**config.mk**
```make
export PLATFORM = sky130hd
export DESIGN_NAME = vga_timing_ctrl
export DESIGN_NICKNAME = d
export VERILOG_FILES = /design/src/rtl/vga_timing_ctrl.sv
export SDC_FILE = /design/constraint.sdc
export NUM_CORES = 1
export LEC_CHECK = 0
export ABC_AREA = 0
export CAP_MARGIN = 20
export CORE_ASPECT_RATIO = 1.25
export CORE_MARGIN = 2
export CORE_UTILIZATION = 45
export DETAILED_ROUTE_END_ITERATION = 8
export HOLD_SLACK_MARGIN = 0.08
export PLACE_DENSITY = 0.71
export SLEW_MARGIN = 20
export SYNTH_ARGS = -nofsm -noshare
export SYNTH_HDL_FRONTEND = slang
export SYNTH_SLANG_ARGS = --single-unit
```
**constraint.sdc**
```tcl
create_clock -name clk -period 3.9 [get_ports clk]
set_clock_uncertainty 0.05 [all_clocks]
set_input_delay 0.39 -clock clk [delete_from_list [all_inputs] [get_ports clk]]
set_output_delay 0.39 -clock clk [all_outputs]
set_load 0.01 [all_outputs]
```
**src/rtl/vga_timing_ctrl.sv**
```systemverilog
// VGA raster timing generator: a one-cycle pixel-enable tick drives horizontal and vertical phase FSMs.
// Every output comes straight from a flop, so coordinates, sync, blanking and strobes stay aligned.
module vga_timing_ctrl #(
    parameter int unsigned PIX_DIV  = 4,
    parameter int unsigned H_ACTIVE = 640,
    parameter int unsigned H_FP     = 16,
    parameter int unsigned H_SYNC   = 96,
    parameter int unsigned H_BP     = 48,
    parameter int unsigned V_ACTIVE = 480,
    parameter int unsigned V_FP     = 10,
    parameter int unsigned V_SYNC   = 2,
    parameter int unsigned V_BP     = 33,
    parameter bit          SYNC_POL = 1'b0
) (
    input  logic       clk,
    input  logic       rst,
    input  logic       en,
    output logic       hsync,
    output logic       vsync,
    output logic       video_on,
    output logic [9:0] pix_x,
    output logic [9:0] pix_y,
    output logic       pix_tick,
    output logic       line_start,
    output logic       frame_start
);

    localparam int unsigned H_TOTAL = H_ACTIVE + H_FP + H_SYNC + H_BP;
    localparam int unsigned V_TOTAL = V_ACTIVE + V_FP + V_SYNC + V_BP;
    localparam int unsigned DIV_W   = (PIX_DIV > 1) ? $clog2(PIX_DIV) : 1;

    localparam logic [DIV_W-1:0] DIV_ZERO = DIV_W'(0);
    localparam logic [DIV_W-1:0] DIV_ONE  = DIV_W'(1);
    localparam logic [DIV_W-1:0] DIV_LAST = DIV_W'(PIX_DIV - 1);

    localparam logic [9:0] CNT_ZERO    = 10'd0;
    localparam logic [9:0] CNT_ONE     = 10'd1;
    localparam logic [9:0] H_ACT_LAST  = 10'(H_ACTIVE - 1);
    localparam logic [9:0] H_FP_LAST   = 10'(H_ACTIVE + H_FP - 1);
    localparam logic [9:0] H_SYNC_LAST = 10'(H_ACTIVE + H_FP + H_SYNC - 1);
    localparam logic [9:0] H_LAST      = 10'(H_TOTAL - 1);
    localparam logic [9:0] V_ACT_LAST  = 10'(V_ACTIVE - 1);
    localparam logic [9:0] V_FP_LAST   = 10'(V_ACTIVE + V_FP - 1);
    localparam logic [9:0] V_SYNC_LAST = 10'(V_ACTIVE + V_FP + V_SYNC - 1);
    localparam logic [9:0] V_LAST      = 10'(V_TOTAL - 1);

    localparam logic SYNC_ON  = SYNC_POL;
    localparam logic SYNC_OFF = ~SYNC_POL;

    typedef enum logic [1:0] {
        ST_ACT   = 2'd0,
        ST_FRONT = 2'd1,
        ST_SYNC  = 2'd2,
        ST_BACK  = 2'd3
    } phase_e;

    // One phase step, shared by both axes: leave a phase on its last count.
    function automatic phase_e next_phase(
        input phase_e     st,
        input logic [9:0] cnt,
        input logic [9:0] act_last,
        input logic [9:0] fp_last,
        input logic [9:0] sync_last,
        input logic [9:0] last
    );
        phase_e nxt;
        nxt = st;
        case (st)
            ST_ACT: begin
                if (cnt == act_last) nxt = ST_FRONT;
                else                 nxt = ST_ACT;
            end
            ST_FRONT: begin
                if (cnt == fp_last) nxt = ST_SYNC;
                else                nxt = ST_FRONT;
            end
            ST_SYNC: begin
                if (cnt == sync_last) nxt = ST_BACK;
                else                  nxt = ST_SYNC;
            end
            ST_BACK: begin
                if (cnt == last) nxt = ST_ACT;
                else             nxt = ST_BACK;
            end
            default: nxt = ST_ACT;
        endcase
        return nxt;
    endfunction

    logic [DIV_W-1:0] div_q, div_d;
    logic [9:0]       h_cnt_q, h_cnt_d;
    logic [9:0]       v_cnt_q, v_cnt_d;
    phase_e           h_st_q, h_st_d;
    phase_e           v_st_q, v_st_d;
    logic             hsync_q, hsync_d;
    logic             vsync_q, vsync_d;
    logic             video_on_q, video_on_d;
    logic             tick_q, tick_d;
    logic             line_start_q, line_start_d;
    logic             frame_start_q, frame_start_d;

    logic run_s;
    logic adv_s;
    logic h_wrap_s;
    logic v_wrap_s;

    assign run_s    = en & ~rst;
    assign adv_s    = (div_q == DIV_LAST);
    assign h_wrap_s = adv_s & (h_cnt_q == H_LAST);
    assign v_wrap_s = h_wrap_s & (v_cnt_q == V_LAST);

    // Divider and raster counters; a stopped or reset timer parks at the origin.
    always_comb begin
        div_d   = div_q;
        h_cnt_d = h_cnt_q;
        v_cnt_d = v_cnt_q;
        if (!run_s) begin
            div_d   = DIV_ZERO;
            h_cnt_d = CNT_ZERO;
            v_cnt_d = CNT_ZERO;
        end else if (adv_s) begin
            div_d = DIV_ZERO;
            if (h_wrap_s) begin
                h_cnt_d = CNT_ZERO;
                if (v_wrap_s) v_cnt_d = CNT_ZERO;
                else          v_cnt_d = v_cnt_q + CNT_ONE;
            end else begin
                h_cnt_d = h_cnt_q + CNT_ONE;
                v_cnt_d = v_cnt_q;
            end
        end else begin
            div_d   = div_q + DIV_ONE;
            h_cnt_d = h_cnt_q;
            v_cnt_d = v_cnt_q;
        end
    end

    // Horizontal phase steps per pixel tick, vertical phase only on the line wrap.
    always_comb begin
        h_st_d = h_st_q;
        v_st_d = v_st_q;
        if (!run_s) begin
            h_st_d = ST_ACT;
            v_st_d = ST_ACT;
        end else begin
            if (adv_s) h_st_d = next_phase(h_st_q, h_cnt_q, H_ACT_LAST, H_FP_LAST, H_SYNC_LAST, H_LAST);
            else       h_st_d = h_st_q;
            if (h_wrap_s) v_st_d = next_phase(v_st_q, v_cnt_q, V_ACT_LAST, V_FP_LAST, V_SYNC_LAST, V_LAST);
            else          v_st_d = v_st_q;
        end
    end

    // Outputs are decoded from next state so they land on the same edge as the counters.
    always_comb begin
        hsync_d       = SYNC_OFF;
        vsync_d       = SYNC_OFF;
        video_on_d    = 1'b0;
        tick_d        = (div_d == DIV_LAST);
        line_start_d  = run_s & h_wrap_s;
        frame_start_d = run_s & v_wrap_s;
        if (h_st_d == ST_SYNC) hsync_d = SYNC_ON;
        else                   hsync_d = SYNC_OFF;
        if (v_st_d == ST_SYNC) vsync_d = SYNC_ON;
        else                   vsync_d = SYNC_OFF;
        if (run_s && (h_st_d == ST_ACT) && (v_st_d == ST_ACT)) video_on_d = 1'b1;
        else                                                   video_on_d = 1'b0;
    end

    // State and output registers.
    always_ff @(posedge clk) begin
        if (rst) begin
            div_q         <= DIV_ZERO;
            h_cnt_q       <= CNT_ZERO;
            v_cnt_q       <= CNT_ZERO;
            h_st_q        <= ST_ACT;
            v_st_q        <= ST_ACT;
            hsync_q       <= SYNC_OFF;
            vsync_q       <= SYNC_OFF;
            video_on_q    <= 1'b0;
            tick_q        <= (DIV_LAST == DIV_ZERO);
            line_start_q  <= 1'b0;
            frame_start_q <= 1'b0;
        end else begin
            div_q         <= div_d;
            h_cnt_q       <= h_cnt_d;
            v_cnt_q       <= v_cnt_d;
            h_st_q        <= h_st_d;
            v_st_q        <= v_st_d;
            hsync_q       <= hsync_d;
            vsync_q       <= vsync_d;
            video_on_q    <= video_on_d;
            tick_q        <= tick_d;
            line_start_q  <= line_start_d;
            frame_start_q <= frame_start_d;
        end
    end

    assign hsync       = hsync_q;
    assign vsync       = vsync_q;
    assign video_on    = video_on_q;
    assign pix_x       = h_cnt_q;
    assign pix_y       = v_cnt_q;
    assign pix_tick    = tick_q;
    assign line_start  = line_start_q;
    assign frame_start = frame_start_q;

endmodule

```
==> impl_metrics.yaml <==
flow_run:
  drv_cap: 0
floorplan:
  core-area_sq_um: 3223
  initial_core_util_pct: 47.52
  num_rows: 23
  design.die.area_sq_um: 3889
  die-height_um: 69.23
  die-width_um: 56.18
  io_pins: 29
layout:
  drive_gt1_share_pct: 6.061
  fillers: 305
  layout.nets: 205
  antenna_cells: 0
  area_growth_pct: 26.31
critical_path:
  setup.worst_path.start_class: "flop"
  crit-reg2reg-launch: "pix_y[1]"
  reg2reg_slack_ns: 1.83
  cp_max_fo: 9
  cp_data_required_time_ns: 4.00
  cp.arrival_ns: 2.17
  rr_worst_depth: 6
  reg2reg_to: "pix_y[0]"
  critPathKind: "reg -> reg"
  cp-end-kind: "flop"
yosys:
  synth_area_sq_um: 1531
  yosysWarnings: 0
  netlist_instances: 168
  synth_seq_cells: 32
  ys_types: 42
  synth-edff-count: 0
  synthArstFlopShare_pct: 0
  synth.area.mux_share_pct: 0.6536
  syn_nets: 176
  ys_seq_area_share_pct: 41.83
  ys.flop_type: "dfxtp_1"
  synth.most_common_cell: "dfxtp_1"
  synthAdderAreaFrac_pct: 4.085
  synth_compound_area_share_pct: 6.209
  synthSimpleGateAreaFrac_pct: 34.97
  synthTopCellsByArea: "dfxtp_1 42%, xor2_1 6.9%, nor2_1 5.9%"
  synth_xor_area_share_pct: 9.722
  synth_top_family_by_area: "simple AND/OR/NAND/NOR gates"
  synth_top_cell_area_share_pct: 41.83
  avgSynthCellArea_sq_um: 9.116
  yosysTopAreaCell: "dfxtp_1"
  synthTopCellsByCount: "32 x dfxtp_1, 24 x nor2_1, 12 x xor2_1"
placed_design:
  place.gp.congestion: 0.8524
  dp_worst_setup_slack_ns: 1.853
  portBuffers: 28
  post-dp-hpwl_mm: 2.465
route:
  vias: 1333
  first_pass_iters: 4
  first_iter_violations: 31
  drc: 0
  drt-met1-wl_mm: 1.415
  routedWlPerCell_um: 14.70
  wl_met3_um: 118
  dr_wl_met2_mm: 1.886
  vias_per_cell: 5.672
  highest_layer: "met4"
  ant_nets: 0
  postRouteWirelength_mm: 3.454
clock_network:
  path_clk_slew_ns: 0.07
  htreeDepth: 2
  numCtsBuffers: 5
  clock-sinks: 32
  cts_tree: "yes"
  cts_resized: 0
  clk_path_buf_depth: 2
  cts_setup_buffers: 0
  holdBufCountCts: 0
  root_buffer: "clkbuf_8"
  clock_latency_ns: 0.29
sta:
  worstMarginPinSlew_ns: 0.6486
  hold_viol_final: 0
  final_max_slew_viol_count: 0
  fin_crit_sh_pct: 53.05
  period_minus_slack_ns: 2.069
  clock.fmax_ghz: 0.4833
  rsz0062_at_grt: "no"
  setup_violations: 0
  max_slew_margin_pct: 56.47
  timing.setup.tns_ns: 0
  timing.hold.ws_ns: 0.3885
  worst_slack_ns: 1.831
pwr:
  p_leak_nw: 0.7206
  vdd_drop_max_v: 0.0002613
  powerDensity_nw_per_um2: 338.1
grt:
  grt_pass1_vias: 1321
  overflow: 0
  antenna_found_initial: 0
  grt_max_degree: 13
  grt_pass1_wl_mm: 5.940
  grt_use_total_pct: 19.42
worst_hold_path:
  min_to: "div_q[0]"
  hold_start: "div_q[0]"
  hold_class: "reg -> reg"
  hold_depth: 1
outcome:
  status: "finished clean"
## power breakdown
group | switching, mW | internal, mW
combinational | 0.00763 | 0.00528
sequential | 0.000664 | 0.329
clock | 0.122 | 0.189
total | 0.131 | 0.523
## kinds of logic (layout without fill, tap and decap cells)
group / count (synthesis) / in the layout
AND/OR/NAND/NOR: 91 / 91
flip-flops: 32 / 32
XOR/XNOR: 17 / 17
AO/OA/AOI/OAI: 14 / 14
buffers and inverters: 8 / 38
adder cells (fa/ha/maj): 5 / 5
multiplexers: 1 / 1
## placed cells by master, fill, tap and decap left out, drive strengths merged, types with 3 or more instances in the layout
master,Yosys,routed
xnor2,5,5
nand3,9,9
and4,3,3
clkdlybuf4s50,0,28
nor3,4,4
nor2,25,25
nand2,10,10
nand4,8,8
o21ai,3,3
nor2b,4,4
and3,8,8
xor2,12,12
nor4bb,3,3
and2,6,6
clkbuf,2,6
nor3b,3,3
ha,5,5
dfxtp,32,32
## layer usage
layer / global-route usage, % / vias to the layer above
met5: 0 / -
met4: 7.407 / 0
met3: 5.410 / 3
met2: 35.69 / 29
met1: 20.56 / 646
li1: - / 655
## metrics by stage
step,cell area (sq um),util [%],power [mW],instances
6_report,1934,60.02,0.6541,235
5_1_grt,1934,60.02,0.6745,235
4_1_cts,1934,60.02,0.6594,235
3_5_place_dp,1827,56.68,0.3498,227
3_3_place_gp,1827,56.68,0.3493,227
2_1_floorplan,1531,-,0.3433,168
## worst max-delay path by stage
stage | start | cells past startpoint | end
after CTS | div_q[0] | 5 | pix_y[6]
after detailed placement | div_q[0] | 5 | pix_y[0]
after global placement | div_q[0] | 6 | video_on
after floorplan | pix_x[0] | 7 | pix_y[7]
after global routing | div_q[0] | 5 | pix_y[6]
final | pix_y[1] | 6 | pix_y[0]
## registers in the layout (all words and copies together), names as in the netlist
name and count:
h_st_q 2, pix_y 10, frame_start 1, hsync 1
div_q 2, pix_tick 1, vsync 1, video_on 1
line_start 1, v_st_q 2, pix_x 10
## worst max-delay path, stage by stage (launching register included)
cell and delay [ns]:
dfxtp_1 0.34, inv_1 0.10, ha_1 0.14, nor4bb_1 0.28, nand4_1 0.29, o21ai_1 0.61
nor2_1 0.11
## final cells by class
type	instances	area (sq um)	share of cell area, %
Multi-Input combinational cell	128	852.1	44.05
Sequential cell	32	640.6	33.12
Timing Repair Buffer	28	280.3	14.49
Clock buffer	6	72.57	3.752
Tap cell	37	46.29	2.393
Clock inverter	2	35.03	1.811
Inverter	2	7.507	0.3881
Power figures use the tool's default switching activity.
